**src/rtl/rect_loop_pkg.sv**
```systemverilog
// Shared types and constants for the rectangle-loop scheduler.
// No logic; compile-time definitions only.
// No handshakes here; nothing to stall.
package rect_loop_pkg;

   localparam int PARAM_W = 12;

   typedef enum logic [1:0] {
      IDLE = 2'd0,
      RUN  = 2'd1,
      DONE = 2'd2
   } sched_state_t;

   // Matrix is flattened row-major, one bit per cell.
   function automatic int mat_w(input int rows, input int cols);
      return rows * cols;
   endfunction

endpackage

```
**src/rtl/rect_loop_sched_if.sv**
```systemverilog
// Job, datapath and result signals between host, scheduler and datapath.
// Pure wiring; no latency.
// start and result use valid/ready; the datapath leg is a fixed-latency pipe.
interface rect_loop_sched_if
   import rect_loop_pkg::*;
#(
   parameter int ROWS   = 2,
   parameter int COLS   = 2,
   parameter int ITER_W = 8
) ();

   localparam int MAT_W = mat_w(ROWS, COLS);

   logic               start_valid;
   logic               start_ready;
   logic [MAT_W-1:0]   cfg_m;
   logic [ITER_W-1:0]  cfg_iters;
   logic [PARAM_W-1:0] cfg_param_base;
   logic [PARAM_W-1:0] cfg_param_step;
   logic               abort;
   logic               dp_valid;
   logic [PARAM_W-1:0] dp_param;
   logic [MAT_W-1:0]   dp_m;
   logic [MAT_W-1:0]   dp_m_in;
   logic               res_valid;
   logic               res_ready;
   logic [MAT_W-1:0]   res_m;
   logic [ITER_W-1:0]  res_iters_done;

   // Scheduler side: receives jobs and datapath results, produces operands and results.
   modport slave (
      input  start_valid, cfg_m, cfg_iters, cfg_param_base, cfg_param_step,
      input  abort, dp_m_in, res_ready,
      output start_ready, dp_valid, dp_param, dp_m, res_valid, res_m, res_iters_done
   );

   // Host/datapath side.
   modport master (
      output start_valid, cfg_m, cfg_iters, cfg_param_base, cfg_param_step,
      output abort, dp_m_in, res_ready,
      input  start_ready, dp_valid, dp_param, dp_m, res_valid, res_m, res_iters_done
   );

endinterface

```
**src/rtl/rect_loop_param_gen.sv**
```systemverilog
// 12-bit parameter accumulator: load a base, then add an increment per step.
// Value updates one edge after load/step.
// No handshake; load takes priority over step.
module rect_loop_param_gen
   import rect_loop_pkg::*;
(
   input  logic               clk,
   input  logic               reset,
   input  logic               load,
   input  logic [PARAM_W-1:0] base,
   input  logic               step,
   input  logic [PARAM_W-1:0] inc,
   output logic [PARAM_W-1:0] acc
);

   // Accumulator; the add wraps naturally at the register width.
   always_ff @(posedge clk) begin
      if (!reset)    acc <= '0;
      else if (load) acc <= base;
      else if (step) acc <= acc + inc;
   end

endmodule

```
**src/rtl/rect_loop_sched.sv**
```systemverilog
// Runs a job of N datapath iterations, feeding each result back as the next input.
// Result valid N*(DP_LAT+1)+1 cycles after accept (1 cycle for N=0).
// Holds the result until res_ready; start_ready only in IDLE, so no overlap of jobs.
module rect_loop_sched
   import rect_loop_pkg::*;
#(
   parameter int ROWS   = 2,
   parameter int COLS   = 2,
   parameter int DP_LAT = 1,
   parameter int ITER_W = 8
) (
   input logic              clk,
   input logic              reset,
   rect_loop_sched_if.slave bus
);

   localparam int         MAT_W  = mat_w(ROWS, COLS);
   localparam logic [3:0] LAST_W = 4'(DP_LAT);

   sched_state_t       state, state_nxt;
   logic [MAT_W-1:0]   work_m;
   logic [MAT_W-1:0]   res_m_q;
   logic [ITER_W-1:0]  iter_cnt;
   logic [ITER_W-1:0]  iter_inc;
   logic [ITER_W-1:0]  iters_lat;
   logic [ITER_W-1:0]  res_done_q;
   logic [3:0]         wcnt;
   logic [PARAM_W-1:0] step_lat;
   logic [PARAM_W-1:0] param_acc;
   logic               accept;
   logic               capture;
   logic               finish;

   assign iter_inc = iter_cnt + 1'b1;

   assign bus.start_ready    = (state == IDLE);
   assign bus.dp_valid       = (state == RUN);
   assign bus.dp_param       = param_acc;
   assign bus.dp_m           = work_m;
   assign bus.res_valid      = (state == DONE);
   assign bus.res_m          = res_m_q;
   assign bus.res_iters_done = res_done_q;

   // State register.
   always_ff @(posedge clk) begin
      if (!reset) state <= IDLE;
      else        state <= state_nxt;
   end

   // Next state plus accept/capture/finish strobes; a capture coinciding with abort still counts.
   always_comb begin
      state_nxt = state;
      accept    = 1'b0;
      capture   = 1'b0;
      finish    = 1'b0;
      case (state)
         IDLE: begin
            if (bus.start_valid) begin
               accept    = 1'b1;
               state_nxt = (bus.cfg_iters == '0) ? DONE : RUN;
            end
         end
         RUN: begin
            capture = (wcnt == LAST_W);
            finish  = (capture && (iter_inc == iters_lat)) || bus.abort;
            if (finish) state_nxt = DONE;
         end
         DONE: begin
            if (bus.res_ready) state_nxt = IDLE;
         end
         default: state_nxt = IDLE;
      endcase
   end

   // Job registers: latch config on accept, fold results back on capture, snapshot result on finish.
   always_ff @(posedge clk) begin
      if (!reset) begin
         work_m     <= '0;
         res_m_q    <= '0;
         iter_cnt   <= '0;
         iters_lat  <= '0;
         res_done_q <= '0;
         wcnt       <= '0;
         step_lat   <= '0;
      end else if (accept) begin
         work_m    <= bus.cfg_m;
         iter_cnt  <= '0;
         wcnt      <= '0;
         iters_lat <= bus.cfg_iters;
         step_lat  <= bus.cfg_param_step;
         if (bus.cfg_iters == '0) begin
            res_m_q    <= bus.cfg_m;
            res_done_q <= '0;
         end
      end else if (state == RUN) begin
         if (capture) begin
            work_m   <= bus.dp_m_in;
            iter_cnt <= iter_inc;
            wcnt     <= '0;
         end else begin
            wcnt <= wcnt + 1'b1;
         end
         if (finish) begin
            res_m_q    <= capture ? bus.dp_m_in : work_m;
            res_done_q <= capture ? iter_inc : iter_cnt;
         end
      end
   end

   rect_loop_param_gen u_param_gen (
      .clk   (clk),
      .reset (reset),
      .load  (accept),
      .base  (bus.cfg_param_base),
      .step  (capture),
      .inc   (step_lat),
      .acc   (param_acc)
   );

endmodule

```
**src/flat_wrapper.sv**
```systemverilog
// flat-port wrapper written by rule: the top's interface ports become plain ports
module rect_loop_sched_flat import rect_loop_pkg::*;
#(
   parameter int ROWS   = 2,
   parameter int COLS   = 2,
   parameter int DP_LAT = 1,
   parameter int ITER_W = 8
)
  (clk, reset, bus_start_valid, bus_cfg_m, bus_cfg_iters, bus_cfg_param_base, bus_cfg_param_step, bus_abort, bus_dp_m_in, bus_res_ready, bus_start_ready, bus_dp_valid, bus_dp_param, bus_dp_m, bus_res_valid, bus_res_m, bus_res_iters_done);
  rect_loop_sched_if #(.ROWS(ROWS), .COLS(COLS), .ITER_W(ITER_W)) bus_i ();
  input logic clk;
  input logic reset;
  input wire logic [$bits(bus_i.start_valid)-1:0] bus_start_valid;
  input wire logic [$bits(bus_i.cfg_m)-1:0] bus_cfg_m;
  input wire logic [$bits(bus_i.cfg_iters)-1:0] bus_cfg_iters;
  input wire logic [$bits(bus_i.cfg_param_base)-1:0] bus_cfg_param_base;
  input wire logic [$bits(bus_i.cfg_param_step)-1:0] bus_cfg_param_step;
  input wire logic [$bits(bus_i.abort)-1:0] bus_abort;
  input wire logic [$bits(bus_i.dp_m_in)-1:0] bus_dp_m_in;
  input wire logic [$bits(bus_i.res_ready)-1:0] bus_res_ready;
  output wire logic [$bits(bus_i.start_ready)-1:0] bus_start_ready;
  output wire logic [$bits(bus_i.dp_valid)-1:0] bus_dp_valid;
  output wire logic [$bits(bus_i.dp_param)-1:0] bus_dp_param;
  output wire logic [$bits(bus_i.dp_m)-1:0] bus_dp_m;
  output wire logic [$bits(bus_i.res_valid)-1:0] bus_res_valid;
  output wire logic [$bits(bus_i.res_m)-1:0] bus_res_m;
  output wire logic [$bits(bus_i.res_iters_done)-1:0] bus_res_iters_done;
  assign bus_i.start_valid = bus_start_valid;
  assign bus_i.cfg_m = bus_cfg_m;
  assign bus_i.cfg_iters = bus_cfg_iters;
  assign bus_i.cfg_param_base = bus_cfg_param_base;
  assign bus_i.cfg_param_step = bus_cfg_param_step;
  assign bus_i.abort = bus_abort;
  assign bus_i.dp_m_in = bus_dp_m_in;
  assign bus_i.res_ready = bus_res_ready;
  assign bus_start_ready = bus_i.start_ready;
  assign bus_dp_valid = bus_i.dp_valid;
  assign bus_dp_param = bus_i.dp_param;
  assign bus_dp_m = bus_i.dp_m;
  assign bus_res_valid = bus_i.res_valid;
  assign bus_res_m = bus_i.res_m;
  assign bus_res_iters_done = bus_i.res_iters_done;
  rect_loop_sched #(.ROWS(ROWS), .COLS(COLS), .DP_LAT(DP_LAT), .ITER_W(ITER_W)) u_core (.clk(clk), .reset(reset), .bus(bus_i));
endmodule
```
**config.mk**
```make
export PLATFORM = sky130hd
export DESIGN_NAME = rect_loop_sched_flat
export DESIGN_NICKNAME = d
export VERILOG_FILES = /design/src/rtl/rect_loop_pkg.sv /design/src/rtl/rect_loop_sched_if.sv /design/src/rtl/rect_loop_param_gen.sv /design/src/rtl/rect_loop_sched.sv /design/src/flat_wrapper.sv
export SDC_FILE = /design/constraint.sdc
export NUM_CORES = 1
export LEC_CHECK = 0
export CORE_UTILIZATION = 32
export CTS_CLUSTER_SIZE = 12
export DETAILED_ROUTE_END_ITERATION = 7
export GPL_TIMING_DRIVEN = 0
export PLACE_DENSITY = 0.62
export SYNTH_ARGS = -nofsm -noshare
export SYNTH_HDL_FRONTEND = slang
export SYNTH_SLANG_ARGS = --single-unit
```
**constraint.sdc**
```tcl
create_clock -name clk -period 1.9 [get_ports clk]
set_input_delay 0.19 -clock clk [delete_from_list [all_inputs] [get_ports clk]]
set_output_delay 0.19 -clock clk [all_outputs]
set_load 0.01 [all_outputs]
```
## After elaboration in Yosys (flattened, before gate mapping)

Index checks and enable logic that the tools add are counted.
W data, S select, Z words.

| storage, ports and cells | value |
|---|---|
| logic and storage cells | 55 |
| register bits | 62 |
| output and inout bits | 31 |
| input bits | 45 |

| cells by class | value |
|---|---|
| add/subtract/negate cells | 3 |
| mux-type cells | 24 |
| bitwise gates (word level) | 1 |
| equal/unequal tests | 8 |
| reductions and logical operators | 10 |

Operators with widths:

| operator | number |
|---|---|
| $mux W8 | 5 |
| $mux W4 | 8 |
| $mux W12 | 2 |
| $add A12 B12 Y12 | 1 |
| $add A8 B1 Y8 const B | 1 |
| $eq A8 B8 Y1 | 1 |
| $logic_not A8 Y1 | 1 |
| $mux W2 | 4 |
| $ne A2 B2 Y1 const B | 3 |
| $pmux W2 S3 | 1 |
| $reduce_and A3 Y1 | 2 |
| $reduce_bool A2 Y1 | 3 |
| $add A4 B1 Y4 const B | 1 |
| $eq A4 B1 Y1 const B | 1 |
| $mux W1 | 4 |
| $eq A2 B1 Y1 const B | 1 |
| $eq A2 B2 Y1 const B | 1 |
| $logic_not A2 Y1 | 1 |
| $ne A2 B1 Y1 const B | 1 |
| $reduce_or A2 Y1 | 1 |
| $logic_and A1 B1 Y1 | 1 |
| $logic_or A1 B1 Y1 | 1 |
| $not A1 Y1 | 1 |

## Depth between registers and ports, before layout

| logic depth | value |
|---|---|
| depth after elaboration | 8 |
| gate-level depth with buffers | 9 |
| mapped depth without buffers | 9 |

## Cells and area by module

Synthesis repeated with hierarchy kept, for this count alone.

| unflattened totals | value |
|---|---|
| cell total of the unflattened synthesis | 375 |
| area total of the unflattened synthesis | 3308.2 µm² |

By module, submodules not included:

| module | area each (µm²) | cells an instance | seq. area each (µm²) | times used |
|---|---|---|---|---|
| rect_loop_sched | 2264.7 | 252 | 1001.0 | 1 |
| rect_loop_param_gen | 1043.5 | 123 | 240.2 | 1 |

## Worst setup path after synthesis

OpenSTA, ideal clock, no wires.

| path | value |
|---|---|
| path type | flip-flop to flip-flop |
| from | register u_core.iter_cnt[2] |
| to | register u_core.res_done_q[0], in the netlist u_core.bus.res_iters_done[0] |
| data required time | 1.779 ns |
| library setup time | 0.121 ns |
| cell stages (with the launch flop) | 9 |
| period minus slack after synthesis | 2.026 ns |
| path buffers | 2 |
| arrival time | 1.905 ns |
| slack | -0.126 ns |
| path through | dfxtp_1 -> buf_2 -> and4_1 -> nand4_1 -> mux2_4 -> o2111a_1 -> a22oi_4 -> buf_12 -> mux2_4 |

| between the ends | value |
|---|---|
| word-level cells in the longest chain between the ends | 7 |

RTL lines:

| element | line | RTL |
|---|---|---|
| start, declared | rect_loop_sched.sv:23 | `logic [ITER_W-1:0] iter_cnt;` |
| start signal, assigned | rect_loop_sched.sv:98 | `iter_cnt <= iter_inc;` |
| $add A8 B1 Y8 | rect_loop_sched.sv:34 | `assign iter_inc = iter_cnt + 1'b1;` |
| $eq A8 B8 Y1 | rect_loop_sched.sv:65 | `finish = (capture && (iter_inc == iters_lat)) \|\| bus.abort;` |
| $logic_and A1 B1 Y1 | rect_loop_sched.sv:65 |  |
| $logic_or A1 B1 Y1 | rect_loop_sched.sv:65 |  |
| $mux W1 | rect_loop_sched.sv:56 | `case (state)` |
| $reduce_bool A2 Y1 (no source line) | -- |  |
| $reduce_and A3 Y1 (no source line) | -- |  |
| end signal, assigned | rect_loop_sched.sv:105 | `res_done_q <= capture ? iter_inc : iter_cnt;` |
| end, declared | rect_loop_sched.sv:26 | `logic [ITER_W-1:0] res_done_q;` |

Every way passes these cells.
A chain may end at the register's enable or synchronous reset.

## Final worst setup path

| path | value |
|---|---|
| from | register u_core.iter_cnt[3] |
| to | register u_core.res_done_q[0], in the netlist u_core.bus.res_iters_done[0] |

Same word-level chain as after synthesis.

==> results.toml <==
[run_status]
outcome = "complete, but fails checks"
violations = "setup timing"

[finish]
multi_input_area_um2 = 2180
fin_util_pct = 50.5
stdcell_count = 645
seqCellArea_um2 = 1270
fillers = 951
design_area_um2 = 5000
diodes = 0
drive_above_1_share_pct = 24.4
syn2layout_area_growth_pct = 50.9
nets = 567

[yosys]
ys_seq_area_share_pct = 37.4
synth-edff-count = 0
async_flop_share_pct = 0
synth_area_um2 = 3320
yosys.cell_types.count = 58
synthCells = 392
synth_nets = 452
yosys_warnings = 0
yosysTopAreaCell = "dfxtp_1"
avgSynthCellArea_um2 = 8.46
synth_seq_cells = 62
synthTopCellsByArea = "dfxtp_1 (37%), nand2_1 (7.5%), a21oi_1 (6.3%)"
synth_top_cell_area_share_pct = 37.4
synth_ff_type = "dfxtp_1"

[clock_tree]
tritoncts = "yes"
cts_max_path_buffers = 2
cts_buffers = 9
root_buffer = "clkbuf_8"
clkSinkCount = 62
cts.htree.levels = 3
clock_latency_ns = 0.34
clk_pin_slew_ns = 0.07

[worst_setup_path]
worst-setup-path-type = "flop to flop"
path_delay_family = "multiplexers"
end_kind = "flop"
ff2ff_path_depth = 7
max_stage_delay_ns = 0.38
cp.depth = 7
critPathSlowestCell = "dfxtp_4"
regToRegSetupSlack_ns = -0.24
required_ns = 2.13
worstPathCellList = "and4_4, nand4_1, mux2_4, o2111a_1, a22oi_4, clkbuf_16, mux2_4"
crit_path_max_fanout = 7
worstPathArrival_ns = 2.37
crit_top_cell = "mux2_4"
crit_buf_inv = 1
critPathLaunchType = "flop"

[detailed_routing]
first_pass_iters = 4
num_vias = 3326
drtIter0Drc = 130
via_per_inst = 5.16
post_drt_wl_per_cell_um = 16.1
drc = 0
wl_mm = 10.4
ant_nets = 0

[grt]
antenna_found_initial = 0
grt_max_degree = 11
grt_first_pass_wirelength_mm = 15.7
grt_pass1_vias = 3195
grt_usage_pct = 18.2
grt-ovfl-total = 0

[timing]
period_needed_ns = 2.14
worstMarginPinSlew_ns = 0.676
hold_ws_ns = 0.277
final_hold_viol_count = 0
setup_slack_ns = -0.237
rsz0062_at_grt = "true"
setup_viol = 15
finalCritPeriodShare_pct = 112
slew_headroom_pct = 54.9
fmax_mhz = 468
slew_violations = 0
finClkSkew_ns = 0.00930

[power]
p_int_mw = 2.49
p_leak_nw = 1.95
power_frac_comb_pct = 24.2
power_mw = 3.52
pwr-share-seq_pct = 41.5
cellPowerDensity_nw_per_um2 = 704
clockPowerShare_pct = 34.3
peakVddDrop_mv = 0.379
p_sw_share_pct = 29.2
p_sw_mw = 1.03

[placed_design]
place_hpwl_mm = 6.87
place_inst = 599
place_congestion = 0.847
portBuffers = 74
dpl_cell_area_um2 = 4240

[hold_path]
worstHoldPathType = "primary input to flop"
whs_path_depth = 3

[floorplan]
io-pin-count = 76
fp-row-count = 36
die_w_um = 104
initial_utilization_pct = 33.5
die-area_um2 = 10800
dieHeight_um = 104
fp.coreArea_um2 = 9910

[job]
cap_violations = 0
## through the flow
step	setup TNS (ns)	worst slack (ns)
floorplan	-0.795	-0.0994
global placement	-14.55	-0.569
detailed placement	-16.93	-0.632
CTS	-2.23	-0.183
global route	-4.02	-0.310
finish	-2.64	-0.237
## power groups by stage
stage	Clock, mW	Sequential, mW	Combinational, mW
after detailed placement	0	1.48	0.720
after global routing	1.27	1.47	0.926
after CTS	1.22	1.46	0.773
after global placement	0	1.48	0.709
after floorplan	0	1.48	0.401
final	1.21	1.46	0.851
## cell families after synthesis
family	Yosys count	synth area share, %
simple gates	145	20.5
compound gates	110	21.7
flops	62	37.4
buf+inv	29	4.34
xor+xnor	18	4.75
fa+ha+maj	15	5.89
mux	13	5.40
## timing repair
action                                  CTS  global route
pin swaps                                 8            30
gates resized for setup                  33            64
hold buffers                              0             0
cloned                                    0             1
endpoints found under the setup margin   42            35
setup buffers                            15            17
## worst min-delay path, stage by stage
cell and delay (ns):
clkbuf_1 0.18, o221ai_1 0.12, nor2_1 0.07
## state kept, by name (all words and copies together), names as in the netlist, 4 cells and up
signal and cells:
u_core.bus.res_m 4, u_core.wcnt 4, u_core.iter_cnt 8, u_core.iters_lat 8
u_core.bus.res_iters_done 8, u_core.u_param_gen.acc 12, u_core.bus.dp_m 4, u_core.step_lat 12
## worst paths after layout
check / start / end
min: reset / u_core.bus.dp_m[0]
max: u_core.iter_cnt[3] / u_core.bus.res_iters_done[0]
max reg2reg: u_core.iter_cnt[3] / u_core.bus.res_iters_done[0]
min reg2reg: u_core.step_lat[7] / u_core.step_lat[7]
## Yosys cell counts (all sizes together) (6+ instances only)
| master | count |
|---|---|
| a211oi | 6 |
| a21oi | 42 |
| a31oi | 6 |
| and2 | 14 |
| buf | 12 |
| clkbuf | 10 |
| dfxtp | 62 |
| ha | 14 |
| inv | 6 |
| mux2 | 12 |
| nand2 | 66 |
| nand3 | 7 |
| nor2 | 28 |
| nor3 | 7 |
| o21a | 9 |
| o21ai | 14 |
| xnor2 | 12 |
| xor2 | 6 |
## layout by cell type (no fill, tap or decap), types with 3 or more instances in the layout
cell and count:
nand2_1 64, ha_1 8, clkbuf_8 11, and3_1 3, clkbuf_1 7, ha_4 5, a22oi_1 3, clkinv_2 3
dfxtp_2 8, nor3_1 7, o21ai_0 9, a21boi_0 3, dfxtp_4 6, nand3_1 5, a21oi_2 4, a21oi_1 38
buf_1 3, o221ai_1 3, a31oi_1 5, nor2_1 25, buf_4 33, a211oi_1 4, mux2_4 12, nand2b_1 3
xor2_1 6, clkdlybuf4s50_1 73, dfxtp_1 48, xnor2_1 10, inv_1 4, o21a_1 9, and2_1 13, a21o_1 3
nand4_1 4, nor2_4 3
## metal layers
metal | share of wire [%] | vias up | GRT usage, %
li1 | - | 1622 | -
met1 | 46 | 1607 | 23.1
met2 | 48 | 82 | 30.7
met3 | 4.5 | 15 | 3.27
met4 | 1.6 | 0 | 6.94
met5 | 0 | - | 0
## area by class of cell
| cell class | instances | share of cell area (%) |
|---|---|---|
| plain buffers | 19 | 2.65 |
| clock buffers | 12 | 3.10 |
| clock inverters | 4 | 0.900 |
| inverters | 7 | 0.525 |
| multi-input cells | 301 | 43.5 |
| flip-flops and latches | 62 | 25.5 |
| well taps | 133 | 3.33 |
| repair buffers | 107 | 20.5 |
(Power assumes the default switching activity.)
